File: config.mk
export PLATFORM = sky130hd
export DESIGN_NAME = fetch_insn_read_stage
export DESIGN_NICKNAME = d
export VERILOG_FILES = /design/src/rtl/fetch_insn_read_stage.sv
export SDC_FILE = /design/constraint.sdc
export NUM_CORES = 1
export LEC_CHECK = 0
export CORE_MARGIN = 1
export CORE_UTILIZATION = 44
export CTS_CLUSTER_DIAMETER = 120
export DETAILED_ROUTE_END_ITERATION = 8
export PLACE_DENSITY = 0.81
export SKIP_LAST_GASP = 1
export SYNTH_ARGS = -nofsm -noshare
export SYNTH_HDL_FRONTEND = slang
export SYNTH_SLANG_ARGS = --single-unit
File: constraint.sdc
create_clock -name clk -period 2.25 [get_ports clk]
set_clock_uncertainty 0.2 [all_clocks]
set_input_delay 0.225 -clock clk [delete_from_list [all_inputs] [get_ports clk]]
set_output_delay 0.225 -clock clk [all_outputs]
set_load 0.02 [all_outputs]
File: src/rtl/fetch_insn_read_stage.sv
// -----------------------------------------------------------------------------
// fetch_insn_read_stage
//
// Consumer end of the fetch address-translate stage. For every translated PC it
// issues one instruction read on a valid/ready memory request port, waits for
// the single in-order response and holds the result for decode until decode
// takes it. Translation faults skip memory and are reported as a fetch fault.
// A pipeline flush abandons the current PC. A request the memory has already
// accepted still owes one response, which is drained and discarded before a
// new PC is taken.
//
// At most one request is outstanding. The translate stage is stalled in every
// state except IDLE. Best case is one instruction every four cycles.
// -----------------------------------------------------------------------------
module fetch_insn_read_stage #(
  parameter int unsigned VADDR_WIDTH = 32,
  parameter int unsigned PADDR_WIDTH = 34,
  parameter int unsigned INSN_WIDTH  = 32
) (
  input  logic                   clk,
  input  logic                   rst_n,
  // translate stage
  input  logic                   in_valid,
  input  logic                   in_fault,
  input  logic [VADDR_WIDTH-1:0] in_pc_vaddr,
  input  logic [PADDR_WIDTH-1:0] in_pc_paddr,
  output logic                   stall,
  // pipeline control
  input  logic                   flush,
  // memory request / response
  output logic                   mem_req_valid,
  input  logic                   mem_req_ready,
  output logic [PADDR_WIDTH-1:0] mem_req_addr,
  input  logic                   mem_resp_valid,
  input  logic [INSN_WIDTH-1:0]  mem_resp_data,
  // decode stage
  output logic                   out_valid,
  output logic                   out_fault,
  output logic [VADDR_WIDTH-1:0] out_pc_vaddr,
  output logic [INSN_WIDTH-1:0]  out_insn,
  input  logic                   next_stall
);

  // ---------------------------------------------------------------------------
  // State encoding
  //   IDLE  : ready to take a PC from translate
  //   REQ   : presenting the read request to memory
  //   WAIT  : request accepted, waiting for the response
  //   DRAIN : flushed after acceptance, discarding the owed response
  //   HOLD  : result presented to decode
  // ---------------------------------------------------------------------------
  typedef enum logic [2:0] {
    ST_IDLE  = 3'd0,
    ST_REQ   = 3'd1,
    ST_WAIT  = 3'd2,
    ST_DRAIN = 3'd3,
    ST_HOLD  = 3'd4
  } state_e;

  state_e state_q, state_d;

  // PC captured on acceptance, used for the request and for the result tag.
  logic [VADDR_WIDTH-1:0] req_vaddr_q, req_vaddr_d;
  logic [PADDR_WIDTH-1:0] req_paddr_q, req_paddr_d;

  // Result registers presented to decode; they only change on entry to HOLD.
  logic [VADDR_WIDTH-1:0] out_pc_vaddr_q, out_pc_vaddr_d;
  logic [INSN_WIDTH-1:0]  out_insn_q,     out_insn_d;
  logic                   out_fault_q,    out_fault_d;

  // ---------------------------------------------------------------------------
  // Decoded events shared by the next-state and datapath logic
  // ---------------------------------------------------------------------------
  logic accept_pc;    // IDLE takes a PC from translate
  logic accept_ok;    // ... and the PC translated cleanly
  logic accept_flt;   // ... and the PC faulted
  logic resp_taken;   // WAIT receives the response that becomes the result
  logic hold_release; // decode consumes the result or a flush discards it

  assign accept_pc    = (state_q == ST_IDLE) && in_valid && !flush;
  assign accept_ok    = accept_pc && !in_fault;
  assign accept_flt   = accept_pc &&  in_fault;
  assign resp_taken   = (state_q == ST_WAIT) && mem_resp_valid && !flush;
  assign hold_release = (state_q == ST_HOLD) && (!next_stall || flush);

  // ---------------------------------------------------------------------------
  // FSM process 1: state register
  // ---------------------------------------------------------------------------
  // Holds the current control state; reset returns to IDLE at any time.
  // NOTE: sequential state uses non-blocking (<=) so every flop samples the
  // pre-edge values regardless of the order blocks are evaluated in.
  always_ff @(posedge clk or negedge rst_n) begin
    if (!rst_n) begin
      state_q <= ST_IDLE;
    end else begin
      state_q <= state_d;
    end
  end

  // ---------------------------------------------------------------------------
  // FSM process 2: next-state logic
  // ---------------------------------------------------------------------------
  // Chooses the next state from the current state, handshakes and flush.
  // NOTE: state_d is given a default before the case so that no path leaves it
  // unassigned; an unassigned path in always_comb would infer a latch.
  always_comb begin
    state_d = state_q;
    unique case (state_q)
      ST_IDLE: begin
        if (accept_ok) begin
          state_d = ST_REQ;
        end else if (accept_flt) begin
          state_d = ST_HOLD;
        end
      end

      ST_REQ: begin
        // Once accepted, the response is owed even if flushed; without an
        // acceptance the request may simply be withdrawn on flush.
        if (mem_req_ready) begin
          state_d = flush ? ST_DRAIN : ST_WAIT;
        end else if (flush) begin
          state_d = ST_IDLE;
        end
      end

      ST_WAIT: begin
        if (flush) begin
          // A response arriving with the flush settles the debt right away.
          state_d = mem_resp_valid ? ST_IDLE : ST_DRAIN;
        end else if (mem_resp_valid) begin
          state_d = ST_HOLD;
        end
      end

      ST_DRAIN: begin
        // Flush here changes nothing: the work is already being discarded.
        if (mem_resp_valid) begin
          state_d = ST_IDLE;
        end
      end

      ST_HOLD: begin
        if (hold_release) begin
          state_d = ST_IDLE;
        end
      end

      default: begin
        state_d = ST_IDLE;
      end
    endcase
  end

  // ---------------------------------------------------------------------------
  // FSM process 3: state-decoded outputs
  // ---------------------------------------------------------------------------
  // Drives the handshake/status outputs purely from the current state so they
  // never depend combinationally on same-cycle inputs.
  always_comb begin
    stall         = 1'b0;
    mem_req_valid = 1'b0;
    out_valid     = 1'b0;
    unique case (state_q)
      ST_IDLE: begin
        stall = 1'b0;
      end
      ST_REQ: begin
        stall         = 1'b1;
        mem_req_valid = 1'b1;
      end
      ST_WAIT: begin
        stall = 1'b1;
      end
      ST_DRAIN: begin
        stall = 1'b1;
      end
      ST_HOLD: begin
        stall     = 1'b1;
        out_valid = 1'b1;
      end
      default: begin
        stall = 1'b0;
      end
    endcase
  end

  // ---------------------------------------------------------------------------
  // Datapath next values
  // ---------------------------------------------------------------------------
  // Captures the PC on acceptance and loads the result registers on HOLD entry.
  always_comb begin
    req_vaddr_d    = req_vaddr_q;
    req_paddr_d    = req_paddr_q;
    out_pc_vaddr_d = out_pc_vaddr_q;
    out_insn_d     = out_insn_q;
    out_fault_d    = out_fault_q;

    if (accept_ok) begin
      req_vaddr_d = in_pc_vaddr;
      req_paddr_d = in_pc_paddr;
    end

    // A faulting PC goes straight to HOLD with an all-zero instruction. The
    // request address register is untouched since no request is issued.
    if (accept_flt) begin
      out_pc_vaddr_d = in_pc_vaddr;
      out_insn_d     = '0;
      out_fault_d    = 1'b1;
    end

    if (resp_taken) begin
      out_pc_vaddr_d = req_vaddr_q;
      out_insn_d     = mem_resp_data;
      out_fault_d    = 1'b0;
    end
  end

  // ---------------------------------------------------------------------------
  // Datapath registers
  // ---------------------------------------------------------------------------
  // Stores the captured PC and the decode-facing result.
  // NOTE: these are ordinary flops, not a memory array, so they take the async
  // reset; every output must read 0 as soon as rst_n falls.
  always_ff @(posedge clk or negedge rst_n) begin
    if (!rst_n) begin
      req_vaddr_q    <= '0;
      req_paddr_q    <= '0;
      out_pc_vaddr_q <= '0;
      out_insn_q     <= '0;
      out_fault_q    <= 1'b0;
    end else begin
      req_vaddr_q    <= req_vaddr_d;
      req_paddr_q    <= req_paddr_d;
      out_pc_vaddr_q <= out_pc_vaddr_d;
      out_insn_q     <= out_insn_d;
      out_fault_q    <= out_fault_d;
    end
  end

  // ---------------------------------------------------------------------------
  // Output wiring
  // ---------------------------------------------------------------------------
  // The request address is the captured paddr; it is loaded only from IDLE,
  // so it cannot move while a request is presented.
  assign mem_req_addr = req_paddr_q;
  assign out_pc_vaddr = out_pc_vaddr_q;
  assign out_insn     = out_insn_q;
  assign out_fault    = out_fault_q;

  // ---------------------------------------------------------------------------
  // Protocol properties
  // ---------------------------------------------------------------------------
  // A pending request is only ever withdrawn by a flush, and its address holds.
  a_req_held: assert property (@(posedge clk) disable iff (!rst_n)
    (mem_req_valid && !mem_req_ready && !flush)
      |=> (mem_req_valid && $stable(mem_req_addr)));

  // Decode sees a stable result while it is stalling.
  a_hold_stable: assert property (@(posedge clk) disable iff (!rst_n)
    (out_valid && next_stall && !flush)
      |=> (out_valid && $stable(out_pc_vaddr) && $stable(out_insn)
           && $stable(out_fault)));

  // The encoding never leaves the five defined states.
  a_state_legal: assert property (@(posedge clk) disable iff (!rst_n)
    state_q inside {ST_IDLE, ST_REQ, ST_WAIT, ST_DRAIN, ST_HOLD});

endmodule

# Word level (Yosys, flattened, before mapping)
# Index checks and enable logic that the tools add are counted.
dict set report classes {
  muxes 20
  reduce_logical 15
  n_eq_ne 9
}
# operator n
set op_table {}
lappend op_table {{$mux W32} 4}
lappend op_table {{$mux W3} 8}
lappend op_table {{$pmux W3 S5} 1}
lappend op_table {{$ne A3 B3 Y1 const B} 3}
lappend op_table {{$logic_and A1 B1 Y1} 7}
lappend op_table {{$eq A3 B2 Y1 const B} 2}
lappend op_table {{$mux W1} 6}
lappend op_table {{$reduce_and A5 Y1} 1}
lappend op_table {{$ne A2 B2 Y1 const B} 2}
lappend op_table {{$reduce_or A4 Y1} 1}
lappend op_table {{$eq A3 B1 Y1 const B} 1}
lappend op_table {{$eq A3 B3 Y1 const B} 1}
lappend op_table {{$logic_not A1 Y1} 3}
lappend op_table {{$logic_not A3 Y1} 1}
lappend op_table {{$mux W2} 1}
lappend op_table {{$reduce_bool A2 Y1} 1}
lappend op_table {{$logic_or A1 B1 Y1} 1}
dict set report word_totals {
  inputBits 106
  wordCells 50
  output_inout_bits 102
  regBits 134
}

# Logic depth before layout (Yosys ltp)
# Gate-level depths: netlist of run 1.
dict set report logic_depth {
  depth_word 7
  mapped_depth 7
  depth_no_buf 3
}

# Least setup slack after synthesis of run 1
# No wires, ideal clock.
dict set report synth_path {
  path_type {register to register}
  startpoint {register state_q[2]}
  endpoint {register req_paddr_q[10] (netlist: mem_req_addr[10])}
  period_less_slack_ps 1901
  arrival_ps 1575
  setup_slack_ps 349
  n_path_buf 4
  stages_incl_launch_ff 8
  cell_sequence {dfrtp_1 buf_2 nor2_4 and4b_1 buf_2 buf_6 buf_12 mux2_4}
}
dict set report synth_between {
  elab_chain_len 4
}
# item line_no
set synth_lines {}
lappend synth_lines {{from (decl)} 60} ;# state_e state_q, state_d;
lappend synth_lines {{from (signal assigned)} 96} ;# state_q <= state_d;
lappend synth_lines {{$logic_not A3 Y1} 80} ;# assign accept_pc = (state_q == ST_IDLE) && in_valid && !flush;
lappend synth_lines {{$logic_and A1 B1 Y1 (2 in series)} 80}
lappend synth_lines {{$logic_and A1 B1 Y1} 81} ;# assign accept_ok = accept_pc && !in_fault;
lappend synth_lines {{to (signal assigned)} 234} ;# req_paddr_q <= req_paddr_d;
lappend synth_lines {{to (decl)} 64} ;# logic [PADDR_WIDTH-1:0] req_paddr_q, req_paddr_d;
# Every way passes these cells.
# A chain may end at the register's enable or synchronous reset.

# Final worst setup path of run 1
dict set report layout_path {
  startpoint {register state_q[1]}
  endpoint {output out_valid}
}
dict set report layout_between {
  elab_chain_len 2
}
# item line_no
set layout_lines {}
lappend layout_lines {{$eq A3 B3 Y1} 164} ;# unique case (state_q)
lappend layout_lines {{$mux W1} 164}
lappend layout_lines {{to (decl)} 37} ;# output logic out_valid,
# Every way passes these cells.

==> impl_results.md, run 1 <==
- Clock period minus worst slack: roughly 2.0 ns
- Critical Path Sink Type: output port
- Worst max-slew margin expressed relative to the limit: between 50 and 60%
- Final-report max-slew violation count: 0
- Leftover overflow at the end of global routing: 0
- Sequential-to-total area share from yosys stat: between 60% and 70%
- Total clock buffers created by CTS: 17
- Starting density of the core: about 46%
- Final Hold Fails: 0
- Final-layout worst hold slack: roughly 0.09 ns
- Critical Path Slowest Stage Cell: sky130_fd_sc_hd__dfrtp_1
- CP delay by family, top: flip-flops
- Max-cap check violation count: 0
- Count of nets left with antenna violations after detail routing: 0
- Switching Power: 4.04 mW
- Bufs on Longest Clock Path: 2
- Clock latency of the later-clocked register in the worst-skew pair: 0.41 ns
- Final Power: between 10 and 15 mW
- Mapped Cells: 425
- Area occupied by multi-input gates: 2020 sq um
- Layout overhead on the synthesized area: 51.9%
- Highest Clock Rate: between 0.4 and 0.5 GHz
- CP Cell Sequence: nor2_2, and2_1, dlygate4sd2_1
- Maximum level of the CTS H-tree: 4
- Basic-gate share of the synthesized area counting and, or, nand and nor cells: between 8 and 9%
- Starting DRC count in detailed routing: roughly 210
- Number of optimization iterations in the first detailed-route pass: 4
- Placeable Area: 12200 sq um
- Number of non-filler instances in the completed layout: about 810
- Crit path largest cell delay: ~0.48 ns
- Setup-violating endpoint count in the final report: 0
- Number of post-CTS setup repair buffers: 0
- Antenna diode count: 0
- Total via count after detailed routing: approximately 4.5k
- First-pass GRT wire length: 24600 microns
- Final Wtd Congestion: roughly 0.76
- Die height: 115 microns
- Number of global-route vias before repair: between 4k and 5k
- Clock Power Share: 23.4%
- Overall routed net length: approximately 16000 microns
- Flop and latch count out of synthesis: 134
- Placed wire-length estimate after detailed placement: 10300 microns
- Post-synthesis average cell area: between 10 and 15 sq um
- Cell-internal power: slightly above 8 mW
- Clock-pin slew on the worst setup and hold paths: around 0.05 ns
- Yosys warning count: 0
- Worst-path maximum fanout: 7
- Multiplexer share of the synthesized area: 15.3%
- PortBufs: approximately 210
- Setup TNS Final: 0 ns
- Antenna violations before repair: 0
- Sequential Area: ~3400 sq um
- Layout Utilization: around 70%
- Peak supply drop: approximately 0.7 mV
- Post-synthesis instance area: roughly 5600 sq um
- RSZ-0062 raised after global routing: no
- Mapped Nets: ~530
- Required time of the worst setup path: 1.82 ns
- Number of placed instances with taps included: about 800
- Number of rows created at floorplan: 40
- Power density of the placed cells: 1440 nW/um^2
- Routed vias/inst: 5.50
- Clock tree from TritonCTS: done
- Die outline area: about 13000 sq um
- Number of distinct library cells after synthesis: 31
- Maximum number of pins on one net before global-route repair: 59
- Xor/xnor share of the synthesized area: less than 1%
- Proportion of power drawn by flip-flops and latches: a little over a third
- Class of the worst hold path: input pin to asynchronous set/reset pin
- R2R setup slack: approximately 0.24 ns
- Setup crit start kind: flop
- Synth Area in Adders: 0%
- Fraction of the cycle the final worst path needs: 90.8%
- Leakage power: about 3.6 nW
- Reg-to-reg startpoint: state_q[1]
- Proportion of power drawn by combinational gates: between 40% and 50%
- TritonCTS Sinks: between 100 and 150
- Result of the run: finished, final reports clean
- Die X-Extent: between 100 and 150 microns
- Worst slew pin tran: 0.631 ns
- Drt wl/cell: 19.4 microns
- Combinational family with the most area after synthesis: multiplexers
- FF-to-FF path depth: 4
- Worst R2R End: req_vaddr_q[14]
- Share of cells above drive strength 1: a little under a fifth
- Nets: between 700 and 800
- Buffering stage count on the worst path with inverters included: 1
- Arrival time worst endpoint: between 1.5 and 2 ns
- Cell at the root of the clock tree: sky130_fd_sc_hd__clkbuf_16
- Count of filler cells inserted in the layout: 848
- I/O pin count: 208
- Share of the synthesized area in compound gates (AO/OA/AOI/OAI): between 10 and 15%
- Total global routing track utilization: roughly 25%
- Net switching share of the total power: 33.2%
- Category of the critical setup timing path: flop to output port
- Total DRC errors in the routed layout: 0
## power by group through the flow
stage	Combinational (mW)	Clock (mW)	Sequential, mW
2_1_floorplan	1.63	0	5.17
3_3_place_gp	4.95	0	4.18
3_5_place_dp	5.06	0	4.26
4_1_cts	5.09	2.90	4.25
5_1_grt	5.34	3.01	4.37
6_report	5.05	2.84	4.25
## layout make-up
cell class              instances  share of cell area (%)
flip-flops and latches        134                    39.6
repair buffers                225                    26.9
multi-input cells             252                    23.9
clock buffers                  21                    5.32
well taps                     168                    2.48
clock inverters                11                    1.83
## routing by layer
layer	vias up	routed length (microns)	part of all wire, %	global-route usage [%]
li1	1978	-	-	-
met1	2216	6070	39	29.1
met2	235	7930	50	41.6
met3	29	1390	8.8	8.21
met4	0	341	2.2	10.9
met5	-	0	0	0
## state kept, by name, summed over array words and instances (netlist names)
signal	count
out_pc_vaddr	32
out_insn	32
req_vaddr_q	32
state_q	3
out_fault	1
mem_req_addr	34
## cells in the final DEF, fill, tap and decap left out, types with 3 or more instances in the layout
cell type / count
sky130_fd_sc_hd__buf_12: 5
sky130_fd_sc_hd__a22o_1: 32
sky130_fd_sc_hd__nand3_1: 32
sky130_fd_sc_hd__dfrtp_1: 134
sky130_fd_sc_hd__mux2_4: 29
sky130_fd_sc_hd__a31oi_1: 32
sky130_fd_sc_hd__nand2_1: 3
sky130_fd_sc_hd__bufinv_16: 4
sky130_fd_sc_hd__nor3_1: 32
sky130_fd_sc_hd__clkdlybuf4s50_1: 203
sky130_fd_sc_hd__mux2_2: 37
sky130_fd_sc_hd__clkbuf_16: 17
sky130_fd_sc_hd__clkbuf_1: 3
sky130_fd_sc_hd__o21ai_0: 31
sky130_fd_sc_hd__clkinv_2: 7
sky130_fd_sc_hd__buf_4: 12
## cells in the mapped netlist
master	n	area, sq um
sky130_fd_sc_hd__o21ai_0	31	155
sky130_fd_sc_hd__buf_2	12	60.1
sky130_fd_sc_hd__a2bb2oi_1	1	8.76
sky130_fd_sc_hd__nor2_1	4	15.0
sky130_fd_sc_hd__and4b_1	1	10.0
sky130_fd_sc_hd__buf_12	3	60.1
sky130_fd_sc_hd__or2_2	1	6.26
sky130_fd_sc_hd__nor4bb_1	1	10.0
sky130_fd_sc_hd__nor2b_1	2	12.5
sky130_fd_sc_hd__a31oi_1	32	200
sky130_fd_sc_hd__and3b_1	1	8.76
sky130_fd_sc_hd__buf_4	3	22.5
sky130_fd_sc_hd__xnor2_1	2	17.5
sky130_fd_sc_hd__o21bai_1	1	7.51
sky130_fd_sc_hd__nand2b_1	1	6.26
sky130_fd_sc_hd__dfrtp_1	134	3350
sky130_fd_sc_hd__o21ai_1	2	10.0
sky130_fd_sc_hd__mux2_2	37	417
sky130_fd_sc_hd__nor2_4	1	11.3
sky130_fd_sc_hd__nand2_1	3	11.3
sky130_fd_sc_hd__buf_6	1	11.3
sky130_fd_sc_hd__a22o_1	32	280
sky130_fd_sc_hd__nor3_1	32	160
sky130_fd_sc_hd__and2_1	1	6.26
sky130_fd_sc_hd__mux2_4	29	435
sky130_fd_sc_hd__nand4bb_1	2	22.5
sky130_fd_sc_hd__nand3_1	32	160
sky130_fd_sc_hd__a21oi_1	2	10.0
sky130_fd_sc_hd__nand4b_1	1	8.76
sky130_fd_sc_hd__clkbuf_1	17	63.8
sky130_fd_sc_hd__buf_1	3	11.3
## metrics by stage
step / setup WS [ns] / instance area [sq um]
detailed placement: 0.110 / 7850
global route: 0.0848 / 8470
floorplan: 0.349 / 5570
CTS: -0.0959 / 8460
finish: 0.208 / 8470
global placement: 0.168 / 7850
## what timing repair did
action                                  4_1_cts  5_1_grt
hold buffers                                  1        0
pin swaps                                     0        0
endpoints found under the setup margin        3        1
endpoints found under the hold margin       134        0
gates resized for setup                       3        1
## cells by family after synthesis
group                     Yosys count
AOI/OAI and AO/OA                 101
xor gates and xnor gates            2
buffers and inverters              39
DFF                               134
muxes                              66
and+or+nand+nor                    83
## worst max-delay path by stage
stage,cells after the start,to,start
4_1_cts,3,stall,state_q[1]
3_5_place_dp,5,out_pc_vaddr[0],flush
2_1_floorplan,7,mem_req_addr[10],state_q[2]
5_1_grt,3,mem_req_valid,state_q[1]
3_3_place_gp,5,out_pc_vaddr[14],flush
6_report,3,out_valid,state_q[1]
## worst register-to-register path, stage by stage (launching register included)
cell,delay (ns)
sky130_fd_sc_hd__dfrtp_1,0.48
sky130_fd_sc_hd__nor2_2,0.23
sky130_fd_sc_hd__and4b_4,0.31
sky130_fd_sc_hd__buf_12,0.27
sky130_fd_sc_hd__mux2_2,0.40
Note: power is estimated with default switching activity, not from simulation.
==> inputs of run 2 (changes only) <==
--- a/config.mk
+++ b/config.mk
@@ -5,11 +5,13 @@
 export SDC_FILE = /design/constraint.sdc
 export NUM_CORES = 1
 export LEC_CHECK = 0
+export CORE_ASPECT_RATIO = 0.6
 export CORE_MARGIN = 1
 export CORE_UTILIZATION = 44
 export CTS_CLUSTER_DIAMETER = 120
 export DETAILED_ROUTE_END_ITERATION = 8
 export PLACE_DENSITY = 0.81
+export RECOVER_POWER = 100
 export SKIP_LAST_GASP = 1
 export SYNTH_ARGS = -nofsm -noshare
 export SYNTH_HDL_FRONTEND = slang
==> run 2 against run 1 <==
  * First-iteration DRC count grew 33%
  * Fmax shrank 2.0%
  * Core utilization shrank 1.8 points
  * Sequential power is essentially flat
  * Via count shrank 0.29%
  * Global-route usage shrank 1.2 points
  * Non-clock buffer count grew 1
  * Design area shrank 2.2%
  * Register-to-register slack lost 0.02 ns
  * Critical path depth is the same
  * Clock-buffer cell count grew 1
==> impl_results.md, run 2 (synthesis results as in run 1) <==
- Leakage power: approximately 3.6 nW
- Starting density of the core: between 40 and 50%
- Result of the run: finished, final reports clean
- Drt wl/cell: around 19 microns
- Commonest non-fill, non-tap cells in the layout: sky130_fd_sc_hd__dfrtp_1 (133), sky130_fd_sc_hd__clkdlybuf4s50_1 (104), sky130_fd_sc_hd__dlygate4sd3_1 (100), sky130_fd_sc_hd__mux2_2 (37)
- Maximum level of the CTS H-tree: 4
- Setup crit start kind: flop
- Starting DRC count in detailed routing: around 280
- Maximum number of pins on one net before global-route repair: 60
- Peak supply drop: 0.723 mV
- Number of cells on the critical path: 3
- CP delay by family, top: simple AND/OR/NAND/NOR gates
- Count of filler cells inserted in the layout: 903
- Net switching share of the total power: a little over a third
- Layout overhead on the synthesized area: 48.6%
- Reg-to-reg startpoint: state_q[1]
- Final-layout worst hold slack: between 0.2 and 0.25 ns
- Number of global-route vias before repair: 4534
- Cell at the root of the clock tree: sky130_fd_sc_hd__clkbuf_16
- Number of optimization iterations in the first detailed-route pass: 4
- Cell-internal power: 7.38 mW
- Worst R2R End: mem_req_addr[20]
- Most common library cell in the layout ignoring fill and taps: sky130_fd_sc_hd__dfrtp_1
- FF-to-FF path depth: 4
- Die outline area: ~13000 sq um
- Antenna diode count: 0
- Final Power: approximately 11 mW
- Buffering stage count on the worst path with inverters included: 1
- Worst-path maximum fanout: 7
- Switching Power: between 3 and 4 mW
- Number of post-CTS setup repair buffers: 0
- Share of cells above drive strength 1: roughly 15%
- Worst slew pin tran: approximately 1.2 ns
- First-pass GRT wire length: about 23000 microns
- Total DRC errors in the routed layout: 0
- Proportion of power drawn by combinational gates: between 30 and 40%
- Number of rows created at floorplan: 31
- Layout Utilization: between 60% and 70%
- Fraction of the cycle the final worst path needs: 92.6%
- Routed vias/inst: ~5.5
- Critical Path Sink Type: output port
- TritonCTS Sinks: 134
- Setup-violating endpoint count in the final report: 0
- Clock tree from TritonCTS: done
- Final Hold Fails: 0
- Highest Clock Rate: 0.480 GHz
- CP Cell Sequence: nor2_1, and2_1, dlygate4sd2_1
- Clock period minus worst slack: 2.08 ns
- Placeable Area: 12200 sq um
- Overall routed net length: 15300 microns
- Class of the worst hold path: input pin to flop
- Proportion of power drawn by flip-flops and latches: a little under two fifths
- Max FFs per register: 34
- Instance count along the most critical hold path: 3
- Total via count after detailed routing: ~4.4k
- Bufs on Longest Clock Path: 2
- RSZ-0062 raised after global routing: no
- Final Wtd Congestion: roughly 0.82
- Antenna violations before repair: 0
- Clock latency of the later-clocked register in the worst-skew pair: around 0.40 ns
- R2R setup slack: 0.22 ns
- Placed wire-length estimate after detailed placement: 10500 microns
- Total clock buffers created by CTS: 17
- Total global routing track utilization: 23.6%
- Worst max-slew margin expressed relative to the limit: 20.9%
- Arrival time worst endpoint: approximately 1.7 ns
- Nets: ~740
- Required time of the worst setup path: 1.82 ns
- Crit path largest cell delay: 0.45 ns
- Critical Path Slowest Stage Cell: sky130_fd_sc_hd__dfrtp_1
- Power density of the placed cells: roughly 1400 nW/um^2
- Number of placed instances with taps included: ~780
- Hold Crit Start: next_stall
- I/O pin count: 208
- Clock Power Share: a little under a quarter
- Die X-Extent: between 100 and 150 microns
- Final-report max-slew violation count: 0
- Clock-pin slew on the worst setup and hold paths: 0.05 ns
- Die height: 89.2 microns
- Leftover overflow at the end of global routing: 0
- Hold Path Sink: state_q[2]
- Count of nets left with antenna violations after detail routing: 0
- PortBufs: approximately 210
- Max-cap check violation count: 0
- Number of non-filler instances in the completed layout: around 810
- Category of the critical setup timing path: flop to output port
-- run 2: cell types whose count changed in the layout (fill, tap and decap cells not counted), moves of 2 or more --
cell,delta
sky130_fd_sc_hd__clkbuf_1,+2
sky130_fd_sc_hd__clkbuf_2,+2
sky130_fd_sc_hd__clkinv_2,-3
sky130_fd_sc_hd__mux2_4,-25
sky130_fd_sc_hd__clkinvlp_4,+2
sky130_fd_sc_hd__bufinv_16,-2
sky130_fd_sc_hd__dlygate4sd3_1,+99
sky130_fd_sc_hd__clkdlybuf4s50_1,-99
sky130_fd_sc_hd__mux2_1,+25
-- run 2: final cells by class --
cell class              count  area, sq um  share of cell area (%)
repair buffers            226         2250                    27.2
multi-input cells         252         1910                    23.1
well taps                 165          206                    2.49
flip-flops and latches    134         3350                    40.5
clock inverters             9          104                    1.25
clock buffers              22          454                    5.48
-- run 2: repair_timing --
item / 4_1_cts / 5_1_grt
endpoints found under the hold margin: 51 / 0
setup endpoints to repair: 3 / 1
gates resized for setup: 4 / 1
hold buffers: 1 / 0
-- run 2: worst register-to-register path: cells and delay by family, from the launching register on --
| kind | cells | cell delay (ns) |
|---|---|---|
| buffers and inverters | 1 | 0.26 |
| flip-flops | 1 | 0.45 |
| multiplexers | 1 | 0.36 |
| AND/OR/NAND/NOR | 2 | 0.64 |
-- run 2: power groups by stage --
stage | clock network (mW) | logic, mW | registers [mW]
global placement | 0 | 4.91 | 4.24
finish | 2.62 | 4.51 | 4.22
floorplan | 0 | 1.63 | 5.17
detailed placement | 0 | 5.06 | 4.27
global route | 2.77 | 4.79 | 4.36
CTS | 2.67 | 5.07 | 4.28
-- run 2: worst max-delay path by stage --
stage	startpoint	end	slack [ns]
2_1_floorplan	state_q[2]	mem_req_addr[10]	0.35
3_3_place_gp	flush	out_insn[6]	0.11
3_5_place_dp	flush	out_insn[17]	0.06
4_1_cts	state_q[1]	stall	-0.08
5_1_grt	state_q[1]	out_pc_vaddr[10]	0.07
6_report	state_q[1]	out_valid	0.17
-- run 2: through the flow --
| step | setup slack (ns) | setup TNS, ns | area, sq um |
|---|---|---|---|
| final | 0.165 | 0 | 8280 |
| after detailed placement | 0.0563 | 0 | 7830 |
| after global routing | 0.0714 | 0 | 8280 |
| after CTS | -0.0764 | -0.0764 | 8400 |
| after global placement | 0.111 | 0 | 7830 |
| after floorplan | 0.349 | 0 | 5570 |
-- run 2: metal layers --
layer / vias up / routed length [microns] / track usage (%)
met4: 0 / 179 / 7.78
met2: 220 / 6950 / 36.3
met3: 15 / 1400 / 7.70
met1: 2231 / 6740 / 31.8
li1: 1979 / - / -
met5: - / 0 / 0
==> inputs of run 3 (changes only) <==
--- a/config.mk
+++ b/config.mk
@@ -7,12 +7,13 @@
 export LEC_CHECK = 0
 export CORE_ASPECT_RATIO = 0.6
 export CORE_MARGIN = 1
-export CORE_UTILIZATION = 44
+export CORE_UTILIZATION = 40
 export CTS_CLUSTER_DIAMETER = 120
 export DETAILED_ROUTE_END_ITERATION = 8
-export PLACE_DENSITY = 0.81
+export PLACE_DENSITY = 0.77
 export RECOVER_POWER = 100
 export SKIP_LAST_GASP = 1
+export SLEW_MARGIN = 10
 export SYNTH_ARGS = -nofsm -noshare
 export SYNTH_HDL_FRONTEND = slang
 export SYNTH_SLANG_ARGS = --single-unit
==> constraint.sdc (replaced) <==
create_clock -name clk -period 1.76 [get_ports clk]
set_clock_uncertainty 0.2 [all_clocks]
set_input_delay 0.176 -clock clk [delete_from_list [all_inputs] [get_ports clk]]
set_output_delay 0.176 -clock clk [all_outputs]
set_load 0.05 [all_outputs]
==> run 3 against run 2 <==
  * The flow now finishes with violations (negative setup slack)
  * Worst setup slack got worse by 0.29 ns
  * Die area is 9.8% higher
  * Critical path type is now flop to flop
  * Sequential share of layout area is 0.16 points lower
  * Power rose by 55%
  * Flip-flop and latch count is the same
  * First-iteration DRC count shrank 19%
  * Register-to-register slack got worse by 0.34 ns
  * Core utilization down 4.9 points
  * Routed wire length grew 10%
==> impl_results.md, run 3 (synthesis results as in run 1) <==
- PortBufs: 207
- Worst slew pin tran: 1.05 ns
- Final Power: 17.6 mW
- Power density of the placed cells: between 2000 and 2500 nW/um^2
- Placeable Area: roughly 13000 sq um
- Nets: 760
- Final Hold Fails: 0
- Setup TNS Final: -5.34 ns
- Dpl ws: -0.346 ns
- Category of the critical setup timing path: flop to flop
- Worst Slack Setup Final: -0.120 ns
- Cell at the root of the clock tree: sky130_fd_sc_hd__clkbuf_16
- Drt wl/cell: 20.1 microns
- Switching Power: roughly 8.1 mW
- Starting density of the core: a little over two fifths
- Clock Power Share: between 20% and 30%
- Cell area after placement: about 7700 sq um
- Proportion of power drawn by combinational gates: between 40% and 50%
- Count of nets left with antenna violations after detail routing: 0
- Worst-path maximum fanout: 21
- Die X-Extent: between 150 and 200 microns
- Result of the run: complete, but fails checks
- Routed vias/inst: ~5.5
- Number of placed instances with taps included: between 700 and 800
- Clock latency of the later-clocked register in the worst-skew pair: a little over 0.4 ns
- Share of cells above drive strength 1: between 30% and 40%
- Net switching share of the total power: ~46%
- Leakage power: 3.77 nW
- Fraction of the cycle the final worst path needs: 107%
- Highest Clock Rate: 0.532 GHz
- Proportion of power drawn by flip-flops and latches: 31.0%
- Overall routed net length: ~17000 microns
- Cell area after layout: roughly 8300 sq um
- Layout Utilization: 62.9%
- Startpoint of the worst setup timing path: state_q[0]
- Leftover overflow at the end of global routing: 0
- Reg-to-reg startpoint: state_q[0]
- Number of rows created at floorplan: 32
- Final-layout worst hold slack: between 0.15 and 0.2 ns
- Antenna violations before repair: 0
- Commonest non-fill, non-tap cells in the layout: sky130_fd_sc_hd__dfrtp_1 (134), sky130_fd_sc_hd__clkdlybuf4s50_1 (104), sky130_fd_sc_hd__clkbuf_2 (100), sky130_fd_sc_hd__mux2_2 (37)
- Required time of the worst setup path: ~1.9 ns
- TritonCTS Sinks: 134
- RSZ-0062 raised after global routing: yes
- Antenna diode count: 0
- Failing checks: negative setup slack
- Total clock buffers created by CTS: 17
- I/O pin count: ~210
- Layout overhead on the synthesized area: 49.1%
- Total global routing track utilization: between 20% and 30%
- Die height: around 93 microns
- Peak supply drop: ~1.1 mV
- Final Wtd Congestion: ~0.86
- Starting DRC count in detailed routing: about 230
- Number of optimization iterations in the first detailed-route pass: 4
- Arrival time worst endpoint: between 1.5 and 2 ns
- Number of global-route vias before repair: around 4.7k
- Placed wire-length estimate after detailed placement: approximately 11000 microns
- Final-report max-slew violation count: 0
- Bufs on Longest Clock Path: 2
- Clock period minus worst slack: roughly 1.9 ns
- First-pass GRT wire length: approximately 26000 microns
- Clock-pin slew on the worst setup and hold paths: ~0.060 ns
- Die outline area: about 14000 sq um
- Setup crit start kind: flop
- End of the critical path: out_pc_vaddr[12]
- Number of non-filler instances in the completed layout: approximately 840
- Most common library cell in the layout ignoring fill and taps: sky130_fd_sc_hd__dfrtp_1
- Clock tree from TritonCTS: done
- Worst max-slew margin expressed relative to the limit: between 20% and 30%
- Max-cap check violation count: 0
- Setup-violating endpoint count in the final report: between 100 and 150
- FF-to-FF path depth: 6
- Class of the worst hold path: input pin to flop
- Maximum number of pins on one net before global-route repair: 42
- Critical Path Sink Type: flop
- Maximum level of the CTS H-tree: 4
- Worst R2R End: out_pc_vaddr[12]
- Total DRC errors in the routed layout: 0
- Cell-internal power: around 9.5 mW
- R2R setup slack: -0.12 ns
- Max FFs per register: 34
- Total via count after detailed routing: ~4.6k
## run 3: cell types whose count changed in the layout (fill, tap and decap cells not counted), sizes merged
| cell | delta |
|---|---|
| clkinvlp | +2 |
| clkinv | -2 |
| dlygate4sd2 | -2 |
| bufinv | +1 |
| dlygate4sd3 | -99 |
| inv | +3 |
| buf | +27 |
| clkbuf | +94 |
## run 3: worst min path at each step
stage	from	end	slack (ns)	depth (start not counted)
finish	next_stall	state_q[2]	0.17	3
global route	mem_resp_data[17]	out_insn[17]	0.16	2
CTS	rst_n	out_insn[27]	0.04	2
detailed placement	rst_n	out_insn[27]	-0.09	1
global placement	rst_n	out_insn[27]	-0.09	1
floorplan	rst_n	mem_req_addr[0]	-0.32	0
## run 3: per-layer routing
| metal | global-route usage [%] | routed length, microns |
|---|---|---|
| met1 | 33.5 | 7710 |
| met2 | 36.5 | 7600 |
| met3 | 7.09 | 1390 |
| met4 | 6.44 | 159 |
| met5 | 0 | 0 |
## run 3: cell type report
type,instances,area (sq um)
Clock buffer,19,443
Clock inverter,13,173
Fill cell,1034,4900
Multi-Input combinational cell,252,2070
Sequential cell,134,3350
Tap cell,170,213
Timing Repair Buffer,249,2060
## run 3: timing repair
action | CTS | global route
setup buffers | 3 | 5
endpoints found under the hold margin | 134 | 0
setup endpoints to repair | 133 | 134
gates cloned | 3 | 1
hold buffers | 1 | 0
gates resized for setup | 28 | 19
pin swaps | 1 | 11
## run 3: worst max-delay path: stages (launching register included)
cell and delay [ns]:
sky130_fd_sc_hd__dfrtp_1 0.41, sky130_fd_sc_hd__buf_6 0.15, sky130_fd_sc_hd__nor4bb_4 0.31, sky130_fd_sc_hd__buf_6 0.18
sky130_fd_sc_hd__buf_12 0.16, sky130_fd_sc_hd__nand3_1 0.11, sky130_fd_sc_hd__a31oi_1 0.25
## run 3: power by group through the flow
stage / Clock [mW] / Sequential, mW / Combinational, mW
2_1_floorplan: 0 / 9.06 / 2.16
3_3_place_gp: 0 / 5.39 / 8.71
3_5_place_dp: 0 / 5.45 / 8.87
4_1_cts: 3.77 / 5.46 / 9.04
5_1_grt: 3.92 / 5.61 / 8.81
6_report: 3.70 / 5.45 / 8.42
